## config.mk

```make
export PLATFORM = sky130hd
export DESIGN_NAME = apb_master_module
export DESIGN_NICKNAME = d
export VERILOG_FILES = /design/src/rtl/apb_master_pkg.sv /design/src/rtl/apb_cmd_fifo_module.sv /design/src/rtl/apb_master_module.sv
export SDC_FILE = /design/constraint.sdc
export NUM_CORES = 1
export LEC_CHECK = 0
export CAP_MARGIN = 15
export CORE_UTILIZATION = 49
export DETAILED_ROUTE_END_ITERATION = 10
export PLACE_DENSITY = 0.75
export SKIP_CTS_REPAIR_TIMING = 1
export SLEW_MARGIN = 10
export SYNTH_ARGS = -nofsm -noshare
export SYNTH_HDL_FRONTEND = slang
export SYNTH_SLANG_ARGS = --single-unit
export TNS_END_PERCENT = 1
```

## constraint.sdc

```tcl
create_clock -name clk_i -period 2.8 [get_ports clk_i]
set_input_delay 0.56 -clock clk_i [delete_from_list [all_inputs] [get_ports clk_i]]
set_output_delay 0.56 -clock clk_i [all_outputs]
set_load 0.02 [all_outputs]
```

## src/rtl/apb_master_pkg.sv

```systemverilog
// Shared definitions for the APB command master: FSM encoding, default widths
// and the matmul accelerator register map used by sequencers and benches.
package apb_master_pkg;

  typedef enum logic [1:0] {
    ST_IDLE   = 2'd0,
    ST_SETUP  = 2'd1,
    ST_ACCESS = 2'd2
  } apb_state_e;

  localparam int DEF_DATA_WIDTH = 8;
  localparam int DEF_BUS_WIDTH  = 16;

  // One strobe bit per element lane on the bus.
  function automatic int strb_width(input int bus_width, input int data_width);
    return bus_width / data_width;
  endfunction

  localparam int MAX_DIM = strb_width(DEF_BUS_WIDTH, DEF_DATA_WIDTH);

  localparam logic [31:0] MATMUL_CTRL_OFFSET    = 32'h0000_0000;
  localparam logic [31:0] MATMUL_OP_A_OFFSET    = 32'h0000_0004;
  localparam logic [31:0] MATMUL_OP_B_OFFSET    = 32'h0000_0008;
  localparam logic [31:0] MATMUL_FLAGS_OFFSET   = 32'h0000_000C;
  localparam logic [31:0] MATMUL_SCRATCH_OFFSET = 32'h0000_0010;

endpackage

```

## src/rtl/apb_cmd_fifo_module.sv

```systemverilog
// Synchronous show-ahead FIFO holding queued APB commands; no same-cycle bypass.
module apb_cmd_fifo_module #(
  parameter int WIDTH = 8,
  parameter int DEPTH = 4,
  localparam int PTR_W = $clog2(DEPTH),
  localparam int CNT_W = PTR_W + 1
) (
  input  logic             clk_i,
  input  logic             rst_i,
  input  logic             push_i,
  input  logic [WIDTH-1:0] wdata_i,
  input  logic             pop_i,
  output logic [WIDTH-1:0] rdata_o,
  output logic             full_o,
  output logic             empty_o,
  output logic [CNT_W-1:0] count_o
);

  logic [WIDTH-1:0] mem [DEPTH];
  logic [PTR_W-1:0] wr_ptr;
  logic [PTR_W-1:0] rd_ptr;
  logic [CNT_W-1:0] count;
  logic             do_push;
  logic             do_pop;

  assign full_o  = (count == CNT_W'(DEPTH));
  assign empty_o = (count == '0);
  assign count_o = count;
  assign rdata_o = mem[rd_ptr];

  assign do_push = push_i && !full_o;
  assign do_pop  = pop_i && !empty_o;

  // NOTE: storage is not reset; an entry is only read after it has been written.
  always_ff @(posedge clk_i) begin
    if (do_push) mem[wr_ptr] <= wdata_i;
  end

  // NOTE: sequential state uses <= so every flop samples pre-edge values.
  always_ff @(posedge clk_i or posedge rst_i) begin
    if (rst_i) begin
      wr_ptr <= '0;
      rd_ptr <= '0;
      count  <= '0;
    end else begin
      if (do_push) wr_ptr <= wr_ptr + PTR_W'(1);
      if (do_pop)  rd_ptr <= rd_ptr + PTR_W'(1);
      if (do_push && !do_pop)      count <= count + CNT_W'(1);
      else if (do_pop && !do_push) count <= count - CNT_W'(1);
    end
  end

endmodule

```

## src/rtl/apb_master_module.sv

```systemverilog
// APB initiator: queues host commands and issues them as SETUP/ACCESS transfers
// with a per-transfer pready timeout and a one-cycle response pulse.
module apb_master_module
  import apb_master_pkg::*;
#(
  parameter int DATA_WIDTH = 8,
  parameter int BUS_WIDTH  = 16,
  parameter int ADDR_WIDTH = 32,
  parameter int CMD_DEPTH  = 4,
  parameter int TIMEOUT    = 16,
  localparam int STRB_W    = strb_width(BUS_WIDTH, DATA_WIDTH)
) (
  input  logic                  clk_i,
  input  logic                  rst_i,
  input  logic                  cmd_valid_i,
  output logic                  cmd_ready_o,
  input  logic                  cmd_write_i,
  input  logic [ADDR_WIDTH-1:0] cmd_addr_i,
  input  logic [BUS_WIDTH-1:0]  cmd_wdata_i,
  input  logic [STRB_W-1:0]     cmd_strb_i,
  output logic                  rsp_valid_o,
  output logic [BUS_WIDTH-1:0]  rsp_rdata_o,
  output logic                  rsp_err_o,
  output logic                  rsp_timeout_o,
  output logic                  busy_o,
  output logic                  psel_o,
  output logic                  penable_o,
  output logic                  pwrite_o,
  output logic [ADDR_WIDTH-1:0] paddr_o,
  output logic [BUS_WIDTH-1:0]  pwdata_o,
  output logic [STRB_W-1:0]     pstrb_o,
  input  logic                  pready_i,
  input  logic                  pslverr_i,
  input  logic [BUS_WIDTH-1:0]  prdata_i
);

  localparam int CMD_W = ADDR_WIDTH + BUS_WIDTH + STRB_W + 1;
  localparam int CNT_W = $clog2(CMD_DEPTH) + 1;
  localparam int TMO_W = $clog2(TIMEOUT);

  apb_state_e state, state_n;

  logic [CMD_W-1:0]      fifo_rdata;
  logic                  fifo_full;
  logic                  fifo_empty;
  logic [CNT_W-1:0]      fifo_count;
  logic                  fifo_pop;
  logic                  xfer_done;
  logic                  xfer_abort;
  logic [TMO_W-1:0]      tmo_cnt;

  logic                  x_write;
  logic [ADDR_WIDTH-1:0] x_addr;
  logic [BUS_WIDTH-1:0]  x_wdata;
  logic [STRB_W-1:0]     x_strb;

  apb_cmd_fifo_module #(
    .WIDTH (CMD_W),
    .DEPTH (CMD_DEPTH)
  ) u_cmd_fifo (
    .clk_i   (clk_i),
    .rst_i   (rst_i),
    .push_i  (cmd_valid_i && cmd_ready_o),
    .wdata_i ({cmd_write_i, cmd_addr_i, cmd_wdata_i, cmd_strb_i}),
    .pop_i   (fifo_pop),
    .rdata_o (fifo_rdata),
    .full_o  (fifo_full),
    .empty_o (fifo_empty),
    .count_o (fifo_count)
  );

  assign cmd_ready_o = !fifo_full;
  assign busy_o      = (fifo_count != '0) || (state != ST_IDLE);

  always_ff @(posedge clk_i or posedge rst_i) begin
    if (rst_i) state <= ST_IDLE;
    else       state <= state_n;
  end

  // NOTE: every output of this block gets a default first, so no latch can form.
  always_comb begin
    state_n    = state;
    fifo_pop   = 1'b0;
    xfer_done  = 1'b0;
    xfer_abort = 1'b0;
    unique case (state)
      ST_IDLE: begin
        if (!fifo_empty) begin
          fifo_pop = 1'b1;
          state_n  = ST_SETUP;
        end
      end
      ST_SETUP: state_n = ST_ACCESS;
      ST_ACCESS: begin
        // pready in the last allowed cycle still wins over the abort.
        if (pready_i)                             xfer_done  = 1'b1;
        else if (tmo_cnt == TMO_W'(TIMEOUT - 1))  xfer_abort = 1'b1;
        if (xfer_done || xfer_abort) begin
          if (!fifo_empty) begin
            fifo_pop = 1'b1;
            state_n  = ST_SETUP;
          end else begin
            state_n  = ST_IDLE;
          end
        end
      end
      default: state_n = ST_IDLE;
    endcase
  end

  always_ff @(posedge clk_i or posedge rst_i) begin
    if (rst_i) begin
      x_write       <= 1'b0;
      x_addr        <= '0;
      x_wdata       <= '0;
      x_strb        <= '0;
      tmo_cnt       <= '0;
      rsp_valid_o   <= 1'b0;
      rsp_rdata_o   <= '0;
      rsp_err_o     <= 1'b0;
      rsp_timeout_o <= 1'b0;
    end else begin
      if (fifo_pop) {x_write, x_addr, x_wdata, x_strb} <= fifo_rdata;
      tmo_cnt       <= (state == ST_ACCESS && !pready_i && !xfer_abort) ?
                       tmo_cnt + TMO_W'(1) : '0;
      rsp_valid_o   <= xfer_done || xfer_abort;
      rsp_rdata_o   <= (xfer_done && !x_write) ? prdata_i : '0;
      rsp_err_o     <= xfer_abort || (xfer_done && pslverr_i);
      rsp_timeout_o <= xfer_abort;
    end
  end

  assign psel_o    = (state == ST_SETUP) || (state == ST_ACCESS);
  assign penable_o = (state == ST_ACCESS);
  assign pwrite_o  = x_write;
  assign paddr_o   = x_addr;
  assign pwdata_o  = x_wdata;
  assign pstrb_o   = x_write ? x_strb : '0;

endmodule

```

==> out/summary.txt <==
==========================================================================================
Clock edge transition at the registers on the reported setup and hold paths          60 ps
Cell-by-cell trace of the critical path                                       nor3_2, nand2_1, clkdlybuf4s50_1
Final routed wire length divided by cell count                                     21.0 µm
Worst slew slack as a fraction of its limit                                          46.9%
Core area                                                                       0.0212 mm²
Area Overhead vs Synth                                                               25.8%
Total routing resource utilization after global routing                              18.6%
Leading cell type in the layout, fill and taps excluded                           edfxtp_1
Final hold violation count                                                               0
Worst flop-to-flop path startpoint                                            state[0]$_DFFE_PP0P_
Critical Path Slowest Stage Cell                                              clkdlybuf4s50_1
Sequential fraction of the synthesis area                                            76.9%
Final period util                                                                    93.3%
Routed WL                                                                        20,100 µm
Setup slack of the critical path after layout                                       186 ps
Post-DP HPWL                                                                     11,900 µm
Number of placement rows                                                                53
DRC errors left                                                                          0
Outcome                                                                          completed
Sinks on the clock net                                                                 287
Pin slew with the least headroom to its limit                                       797 ps
Overall overflow remaining after global route                                            0
Post-synthesis cell area                                                        0.0107 mm²
Number of global-route vias before repair                                            5,708
Top library cells by usage in the layout, fill and taps aside                 edfxtp_1 (204), clkdlybuf4s50_1 (145), dfrtp_1 (81)
TritonCTS clock tree                                                                  done
Insertion delay to the later sink of the worst-skew pair                            540 ps
Root buffer cell                                                                 clkbuf_16
Initial Utilization                                                                  50.4%
Remaining antenna violation count                                                        0
Data required, critical path                                                       2240 ps
Die outline width                                                                   150 µm
# Max-Cap Violations                                                                     0
Worst slack, placed                                                                89.9 ps
Critical path arrival                                                              2050 ps
Final setup fails                                                                        0
RSZ-0062 raised after global routing                                                    no
Number of buffer cells added on primary ports                                          145
Synth warnings                                                                           0
Final critical path time including I/O delays and setup                            2610 ps
Syn_area_per_cell                                                                 21.8 µm²
Final net count                                                                        743
Type of the worst setup path                                                       reg2out
Internal Power                                                                     10.5 mW
Number of distinct library cells after synthesis                                        28
Power per standard cell area                                                   1110 mW/mm²
Largest net degree at the start of global routing                                       56
Maximum clock insertion buffer count                                                     3
Proportion of power drawn by the clock network                                       24.3%
Total net switching power                                                          4.34 mW
Net count after synthesis                                                              572
Die outline area                                                                0.0224 mm²
Setup clock skew after layout                                                      28.3 ps
Placer's final routability congestion estimate                                       0.696
Number of buffers created by CTS                                                        28
Peak clock frequency supported by timing                                           383 MHz
Vias after detailed routing                                                          5,160
Count of cells along the worst register-to-register path                                 6
H-tree depth                                                                             1
Synthesized instance count                                                             489
Drt initial violations                                                                 234
Ports placed on the boundary                                                           146
Kind of capture point of the worst setup path                                   output pin
Fraction of power spent switching nets                                               29.3%
CP max FO                                                                                5
Worst hold slack                                                                    384 ps
Delay of the slowest cell on the worst path                                         550 ps
Worst reg2reg setup slack                                                           340 ps
Worst IR drop on VDD                                                              0.653 mV
Total count of max-transition violations in the final report                             0
Vert. Die Dim                                                                       150 µm
First-pass GRT wire length                                                       30,900 µm
Routed via count divided by cell count                                                5.39
Destination of the worst register-to-register timing path                     paddr_o[13]$_DFFE_PP0N_
Reported leakage power                                                             4.79 nW
TritonRoute pass-1 iters                                                                 4
Antenna violations before repair                                                         1
Classification of the worst-slack hold path                                       in2async
CP startpoint kind                                                               flip-flop
Register bit total from synthesis                                                      287
Share of final-layout standard cells stronger than drive strength 1                  24.4%
Combinational cell fraction of total power                                           33.2%
Sequential fraction of design power                                                  42.5%
Fin Setup TNS                                                                         0 ps
==========================================================================================
==> cells in the mapped netlist (all sizes together) <==
cell,n,area share (%)
clkbuf,6,0.21
nand3,2,0.094
inv,10,0.35
and2,22,1.3
fa,1,0.19
dfrtp,83,19
ha,10,1.2
and3,1,0.059
edfxtp,204,57
o2bb2ai,1,0.082
a21boi,3,0.21
a211oi,1,0.070
buf,12,1.2
a21oi,2,0.20
a22oi,1,0.070
nor2b,1,0.059
nor2,8,0.28
nand4,1,0.059
nand2,5,0.18
mux2,54,5.7
mux4,51,11
nor3,2,0.14
xnor2,4,0.33
xor2,4,0.33
==> flip-flops by register name, indices dropped and copies added, names as in the netlist <==
register            flops
u_cmd_fifo.count_o      3
u_cmd_fifo.wr_ptr       2
u_cmd_fifo.rd_ptr       2
paddr_o                32
x_strb                  2
u_cmd_fifo.mem        204
tmo_cnt                 4
rsp_valid_o             1
rsp_rdata_o            16
pwrite_o                1
rsp_err_o               1
rsp_timeout_o           1
pwdata_o               16
state                   2
==> layout make-up <==
cell class	count	area, µm²
tap	275	344
sequential	287	8210
inverter	10	40.0
clock inverter	16	158
clock buffer	35	737
antenna	1	2.50
multi-input combinational	174	2270
fill	1451	7750
timing repair buffer	159	1640
==> cells by family after synthesis <==
family | Yosys count | synth area share, %
compound gates | 8 | 0.634
xor+xnor | 8 | 0.657
fa+ha+maj | 11 | 1.36
buf+inv | 28 | 1.77
flops | 287 | 76.9
mux | 105 | 16.5
simple gates | 42 | 2.16
==> critical path: cells and delay by family, from the launching register on <==
family / cells / cell delay, ps
flip-flops: 1 / 440
buffers and inverters: 1 / 550
AND/OR/NAND/NOR: 2 / 520
==> how the worst max path moves through the flow <==
stage                                           start                                 to  slack, ps  depth (start not counted)
floorplan                                       rst_i             paddr_o[0]$_DFFE_PP0N_        100                          1
global placement                             pready_i            paddr_o[11]$_DFFE_PP0N_        150                          5
detailed placement                           pready_i  u_cmd_fifo.count_o[2]$_DFFE_PP0P_         90                         10
CTS                 u_cmd_fifo.count_o[0]$_DFFE_PP0P_                             busy_o        170                          3
global route        u_cmd_fifo.count_o[1]$_DFFE_PP0P_                             busy_o        100                          3
finish              u_cmd_fifo.count_o[0]$_DFFE_PP0P_                             busy_o        190                          3
==> power by group through the flow <==
| stage | registers, mW | clock network (mW) | logic, mW |
|---|---|---|---|
| after CTS | 6.33 | 3.69 | 5.05 |
| after floorplan | 6.63 | 0 | 2.95 |
| final | 6.30 | 3.61 | 4.92 |
| after global routing | 6.42 | 3.86 | 5.29 |
| after detailed placement | 6.39 | 0 | 5.02 |
| after global placement | 6.33 | 0 | 4.87 |
==> routing by layer <==
| layer | global-route usage, % | vias up | part of all wire, % |
|---|---|---|---|
| met2 | 33.4 | 138 | 53 |
| met5 | 0 | - | 0 |
| met3 | 3.11 | 44 | 4.7 |
| li1 | - | 2261 | - |
| met4 | 5.92 | 0 | 2.8 |
| met1 | 23.0 | 2717 | 40 |
==> metrics by stage <==
stage | cells | cell area (µm²) | util, % | power [mW]
floorplan | 489 | 10700 | - | 9.58
global route | 956 | 13400 | 63.4 | 15.6
CTS | 956 | 13400 | 63.4 | 15.1
detailed placement | 905 | 12500 | 59.1 | 11.4
finish | 957 | 13400 | 63.4 | 14.8
global placement | 905 | 12500 | 59.1 | 11.2
Power figures use the tool's default switching activity.
